File: src/rtl/counter_ctrl_pkg.sv
// counter_ctrl_pkg: shared op encodings, command and FSM state types for the counter sequencer.
package counter_ctrl_pkg;
  localparam logic [1:0] OP_LOAD = 2'b00;
  localparam logic [1:0] OP_UP   = 2'b01;
  localparam logic [1:0] OP_DOWN = 2'b10;
  localparam logic [1:0] OP_SEEK = 2'b11;
  typedef enum logic [1:0] {
    CMD_LOAD = OP_LOAD,
    CMD_UP   = OP_UP,
    CMD_DOWN = OP_DOWN,
    CMD_SEEK = OP_SEEK
  } cmd_op_t;
  typedef enum logic [1:0] {S_IDLE, S_LOAD, S_STEP, S_DONE} state_t;
endpackage

File: src/rtl/counter_ctrl_fifo.sv
// counter_ctrl_fifo: synchronous command FIFO; pushes while full and pops while empty are ignored.
module counter_ctrl_fifo #(
  parameter int WIDTH = 6,
  parameter int DEPTH = 4
) (
  input  logic             clk,
  input  logic             rst_n,
  input  logic             push,
  input  logic             pop,
  input  logic [WIDTH-1:0] din,
  output logic [WIDTH-1:0] dout,
  output logic             full,
  output logic             empty
);
  localparam int AW = $clog2(DEPTH);
  logic [WIDTH-1:0] mem [DEPTH];
  logic [AW:0] wr_ptr, rd_ptr;
  logic do_push, do_pop;
  assign do_push = push && !full;
  assign do_pop = pop && !empty;
  assign empty = wr_ptr == rd_ptr;
  assign full = (wr_ptr[AW] != rd_ptr[AW]) && (wr_ptr[AW-1:0] == rd_ptr[AW-1:0]);
  assign dout = mem[rd_ptr[AW-1:0]];
  // storage write; contents need no reset since the pointers define validity
  always_ff @(posedge clk)
    if (do_push) mem[wr_ptr[AW-1:0]] <= din;
  // pointers with an extra wrap bit to tell full from empty
  always_ff @(posedge clk or negedge rst_n)
    if (!rst_n) begin
      wr_ptr <= '0;
      rd_ptr <= '0;
    end else begin
      if (do_push) wr_ptr <= wr_ptr + (AW+1)'(1);
      if (do_pop) rd_ptr <= rd_ptr + (AW+1)'(1);
    end
endmodule

File: src/rtl/counter_ctrl_seq.sv
// counter_ctrl_seq: buffers LOAD/UP/DOWN/SEEK commands and replays them as counter load/enable cycles.
// Readback checking in DONE is built only when COUNTER_CTRL_CHECK_EN is defined.
module counter_ctrl_seq #(
  parameter int WIDTH = 4,
  parameter int DEPTH = 4
) (
  input  logic             clk,
  input  logic             rst_n,
  input  logic             cmd_valid,
  output logic             cmd_ready,
  input  logic [1:0]       cmd_op,
  input  logic [WIDTH-1:0] cmd_arg,
  output logic             load_n,
  output logic             ce,
  output logic             up_down,
  output logic [WIDTH-1:0] data_load,
  input  logic [WIDTH-1:0] count_out,
  input  logic             zero,
  input  logic             max_count,
  output logic             busy,
  output logic             done,
  output logic             err
);
  import counter_ctrl_pkg::*;
  localparam logic [WIDTH-1:0] ONE = WIDTH'(1);
  state_t state, state_nxt;
  logic [WIDTH+1:0] head;
  cmd_op_t head_op;
  logic [WIDTH-1:0] head_arg, shadow, remaining, seek_dist, step_cnt;
  logic full, empty, pop, seek_up, step_up;
  assign head_op = cmd_op_t'(head[WIDTH+1:WIDTH]);
  assign head_arg = head[WIDTH-1:0];
  assign cmd_ready = !full;
  assign busy = state != S_IDLE || !empty;
  counter_ctrl_fifo #(.WIDTH(WIDTH + 2), .DEPTH(DEPTH)) u_fifo (
    .clk   (clk),
    .rst_n (rst_n),
    .push  (cmd_valid),
    .pop   (pop),
    .din   ({cmd_op, cmd_arg}),
    .dout  (head),
    .full  (full),
    .empty (empty)
  );
  // state register
  always_ff @(posedge clk or negedge rst_n)
    if (!rst_n) state <= S_IDLE;
    else state <= state_nxt;
  // decode the FIFO head and choose the next state; SEEK takes the direct path, never wrapping
  always_comb begin
    state_nxt = state;
    pop = 1'b0;
    seek_up = head_arg > shadow;
    seek_dist = seek_up ? head_arg - shadow : shadow - head_arg;
    step_cnt = head_op == CMD_SEEK ? seek_dist : head_arg;
    step_up = head_op == CMD_SEEK ? seek_up : head_op == CMD_UP;
    case (state)
      S_IDLE: if (!empty) begin
        pop = 1'b1;
        state_nxt = head_op == CMD_LOAD ? S_LOAD : step_cnt != '0 ? S_STEP : S_DONE;
      end
      S_LOAD: state_nxt = S_DONE;
      S_STEP: state_nxt = remaining == ONE ? S_DONE : S_STEP;
      default: state_nxt = S_IDLE;
    endcase
  end
  // registered counter controls, step bookkeeping and the shadow copy of the counter value
  always_ff @(posedge clk or negedge rst_n)
    if (!rst_n) begin
      load_n <= 1'b1;
      ce <= 1'b0;
      up_down <= 1'b1;
      data_load <= '0;
      done <= 1'b0;
      shadow <= '0;
      remaining <= '0;
    end else begin
      load_n <= state_nxt != S_LOAD;
      ce <= state_nxt == S_STEP;
      done <= state_nxt == S_DONE;
      if (pop) remaining <= step_cnt;
      if (pop && state_nxt == S_STEP) up_down <= step_up;
      if (pop && state_nxt == S_LOAD) data_load <= head_arg;
      if (state == S_LOAD) shadow <= data_load;
      else if (state == S_STEP) begin
        shadow <= up_down ? shadow + ONE : shadow - ONE;
        remaining <= remaining - ONE;
      end
    end
`ifdef COUNTER_CTRL_CHECK_EN
  logic mismatch;
  assign mismatch = count_out != shadow || zero != (count_out == '0) || max_count != (count_out == '1);
  // sticky readback error, evaluated when a command completes
  always_ff @(posedge clk or negedge rst_n)
    if (!rst_n) err <= 1'b0;
    else if (state == S_DONE && mismatch) err <= 1'b1;
`else
  logic unused_readback;
  assign unused_readback = ^{count_out, zero, max_count};
  assign err = 1'b0;
`endif
endmodule

File: config.mk
export PLATFORM = sky130hd
export DESIGN_NAME = counter_ctrl_seq
export DESIGN_NICKNAME = d
export VERILOG_FILES = /design/src/rtl/counter_ctrl_pkg.sv /design/src/rtl/counter_ctrl_fifo.sv /design/src/rtl/counter_ctrl_seq.sv
export SDC_FILE = /design/constraint.sdc
export NUM_CORES = 1
export LEC_CHECK = 0
export ABC_AREA = 1
export CAP_MARGIN = 10
export CORE_UTILIZATION = 40
export CTS_BUF_LIST = sky130_fd_sc_hd__clkbuf_4
export CTS_CLUSTER_DIAMETER = 80
export DETAILED_ROUTE_END_ITERATION = 12
export PLACE_DENSITY_LB_ADDON = 0.1
export SYNTH_ARGS = -nofsm -noshare
export SYNTH_HDL_FRONTEND = slang
export SYNTH_SLANG_ARGS = --single-unit
export TNS_END_PERCENT = 1
File: constraint.sdc
create_clock -name clk -period 4.25 [get_ports clk]
set_clock_uncertainty 0.2 [all_clocks]
set_input_delay 0.6375 -clock clk [delete_from_list [all_inputs] [get_ports clk]]
set_output_delay 0.6375 -clock clk [all_outputs]
set_load 0.05 [all_outputs]
==> impl_summary.md <==
Global routing
In the global route stage, overall resource usage came out at 0.1616. The number of global-route vias before repair came to between 1.5k and 2k. The number of antenna violations at the first check in global routing is 0. The wire length of the first global-routing pass is about 9000 um. The pin count of the biggest net entering global routing is 25. The overflow left after global routing is 0.

STA
Static timing analysis puts the maximum clock frequency at roughly 310 MHz. The total count of max-transition violations in the final report is 0. Setup repair after global routing left no endpoint under its margin. The final critical-path required period is about 3.3 ns. The total negative slack is 0 ns.

The final count of hold timing violations came to 0. The worst hold slack across all endpoints is slightly above 0.3 ns. The post-route fraction of the period consumed by the critical path is 0.7663. At the pin with the least slew margin, the transition time is about 0.74 ns.

The worst path setup slack after routing is just under 1 ns. The final setup violation count is 0. In this run the tightest slew margin relative to its limit is 0.5057.

Synth
Of all flip-flops after synthesis, the portion carrying an async set or reset was 0.5000. Of the post-synthesis cell area, the dominant cell type holds 0.2571. The number of flip-flops and latches in the synthesized netlist is between 40 and 50. The Yosys step of the flow raised 0 warnings. The count of cell types in the netlist is 40. By area the synthesized netlist is led by edfxtp_1, dfrtp_1, ha_1. The post-synthesis cell count is 300. The mapped cell area is between 2000 and 3000 sq um. The post-synth net total is 339. The share of the Yosys chip area taken by registers is 0.4723. The synthesized design contains 24 enable-type register cells. The commonest register cell after synthesis is edfxtp_1. A synthesized cell averages around 9.3 sq um. The synthesized design spends more area on one cell type than any other, namely edfxtp_1.

Placement
Input and output buffers added on the ports amount to 18. At the end of routability-driven placement, the weighted congestion stood at roughly 0.78. The post-place instance area is 3067 sq um. The setup slack at placement is between 1 and 1.5 ns. The wire-length estimate of the detail-placed layout is ~3900 um.

Final layout
Compared with the post-synthesis result, the final layout area differs by 14.15%. 0 antenna diodes ended up in the layout. The share of post-route cells with drive strength above 1 is 0.1331. The final non-filler cell area is 3199 sq um.

The filler cell count is between 600 and 700. The net total in the final layout is 361.

Routing
After detailed routing, the number of vias per cell comes to around 4.6. The post-detailed-routing wire length is 5135 um. The pre-antenna-repair detailed-routing pass consisted of 4 iterations.

Once detail routing completed, the nets flagged for antenna violations numbered 0. For this run, design rule violations remaining after detail routing come to 0. The violation count after the first detailed-routing iteration is between 80 and 90. The detailed router placed 1936 vias in this run.

The average wire length per cell after detail routing is 12.26 um.

Clock tree
Clock-pin slew was measured on the worst setup and hold paths at approximately 0.14 ns. Buffers inserted to repair hold after CTS numbered 0. The H-tree generated during clock tree synthesis spans 2 levels. The number of buffers created by CTS is 5. The TritonCTS sink count is between 40 and 50.

The worst-skew pair later-pin latency is approximately 0.36 ns. The CTS tree is built. Clock tree synthesis selected as its root buffer the cell clkbuf_4. After clock tree synthesis, the setup repair step added 0 buffers.

The clock passes through at most 2 buffers. The post-cts gate resize count is 0.

Floorplan
The y dimension of the die is 85.71 um. The floorplan has 30 rows. The die covers around 7300 sq um.

The floorplan die width is approximately 86 um. The placeable core region is ~6800 sq um. The I/O pin count is 26. The initial utilization of the core area, before any placement, comes to 0.4125.

Min path
The class of the most critical hold timing path is register to register. The end of the worst hold path is u_fifo.wr_ptr[2]. The start point of the worst min-delay path is u_fifo.wr_ptr[2]. The count of cells along the worst hold path is 1.

Worst setup path
The flop-to-flop setup slack is ~0.99 ns. The required time at the worst-slack endpoint is roughly 4.3 ns. The worst setup path is launched from a register. The start-to-end type of the worst setup path is register to register. The end of the worst register-to-register path is data_load[0]. Along the worst path, the maximum fanout reaches 13. For the worst setup path, the data arrival time is approximately 3.3 ns. The startpoint identified for the worst register-to-register timing path is u_fifo.rd_ptr[0]. STA classifies the critical path endpoint as a register. The worst-case reg-to-reg path depth is 24.

Status
The run finished with clean final reports.

Run
The max capacitance violation total is 0.
==> metal layers <==
| metal | GRT usage | wire, um | share of wire | vias to the layer above |
|---|---|---|---|---|
| met2 | 0.2785 | 2567 | 0.50 | 35 |
| met5 | 0 | 0 | 0 | - |
| li1 | - | - | - | 1020 |
| met4 | 0.05455 | 51 | 0.0099 | 0 |
| met1 | 0.2028 | 2367 | 0.46 | 876 |
| met3 | 0.03272 | 149 | 0.029 | 5 |
==> cell usage in the layout, fill, tap and decap left out, drive strengths merged <==
master	n
a21oi	13
a22oi	1
a31oi	2
buf	3
bufinv	2
clkbuf	6
clkdlybuf4s50	18
clkinv	1
conb	1
dfrtp	22
dfstp	2
edfxtp	24
fa	3
ha	21
inv	44
nand2	74
nand3	18
nand4	6
nor2	21
nor3	1
nor4	1
o211ai	1
o21a	1
o21ai	20
o22ai	3
o31a	1
or2	1
xnor2	6
xor2	6
==> sequential cells by signal (all words and copies together), names as in the netlist <==
| name | cells |
|---|---|
| state | 2 |
| ce | 1 |
| remaining | 4 |
| u_fifo.rd_ptr | 3 |
| done | 1 |
| u_fifo.wr_ptr | 3 |
| load_n | 1 |
| up_down | 1 |
| data_load | 4 |
| u_fifo.mem | 24 |
| shadow | 4 |
==> cell families after synthesis <==
group | after synthesis | synth area share
DFF | 48 | 0.4723
xor gates and xnor gates | 12 | 0.03750
buffers and inverters | 51 | 0.07946
other | 1 | 0.001338
AOI/OAI and AO/OA | 42 | 0.09063
adders and majority gates | 24 | 0.1152
and+or+nand+nor | 122 | 0.2036
==> worst max-delay path: stages, from the launching register on <==
cell and delay (ns):
dfrtp_1 0.42, inv_2 0.21, nor2_2 0.04, nor2_1 0.11
o21ai_2 0.07, nand2_2 0.11, inv_1 0.05, ha_1 0.21
fa_1 0.41, inv_1 0.09, nand2_1 0.05, nand2_1 0.07
nand3_1 0.13, inv_1 0.12, nand2_1 0.05, nand2_1 0.05
nand2_1 0.05, nand2_1 0.10, nand3_2 0.09, nand2_2 0.08
nand2_4 0.07, nand2_2 0.10, nand4_2 0.13, nand2_1 0.09
nand2_1 0.05
==> cells in the mapped netlist (all sizes together), types with 2 or more instances <==
master,n
nand2,74
inv,44
edfxtp,24
dfrtp,22
ha,21
nor2,21
o21ai,20
nand3,18
a21oi,13
buf,6
nand4,6
xnor2,6
xor2,6
fa,3
o22ai,3
a31oi,2
dfstp,2
==> layout make-up <==
class / count / area, sq um / area share
Clock inverter: 2 / 60.06 / 0.01877
Tap cell: 96 / 120.1 / 0.03754
Timing Repair Buffer: 21 / 222.7 / 0.06961
Sequential cell: 48 / 1324 / 0.4138
Inverter: 45 / 171.4 / 0.05358
Multi-Input combinational cell: 201 / 1256 / 0.3926
Clock buffer: 6 / 45.04 / 0.01408
==> per-stage QoR <==
step | instances | utilization
floorplan | 300 | -
global placement | 410 | 0.4514
detailed placement | 410 | 0.4514
CTS | 418 | 0.4669
global route | 419 | 0.4709
finish | 419 | 0.4709
==> how the worst max path moves through the flow <==
stage | startpoint | endpoint | slack, ns | cells past startpoint
final | u_fifo.rd_ptr[0] | data_load[0] | 0.99 | 24
after global routing | u_fifo.rd_ptr[0] | data_load[1] | 0.49 | 24
after CTS | u_fifo.rd_ptr[0] | data_load[2] | 0.95 | 24
after detailed placement | u_fifo.rd_ptr[0] | data_load[2] | 1.00 | 24
after global placement | u_fifo.rd_ptr[0] | data_load[2] | 1.02 | 24
after floorplan | u_fifo.rd_ptr[0] | data_load[1] | 1.25 | 25
Power is left out: the tool's default activity adds up to more than one toggle a clock period on the data nets, which glitch-free logic cannot reach.
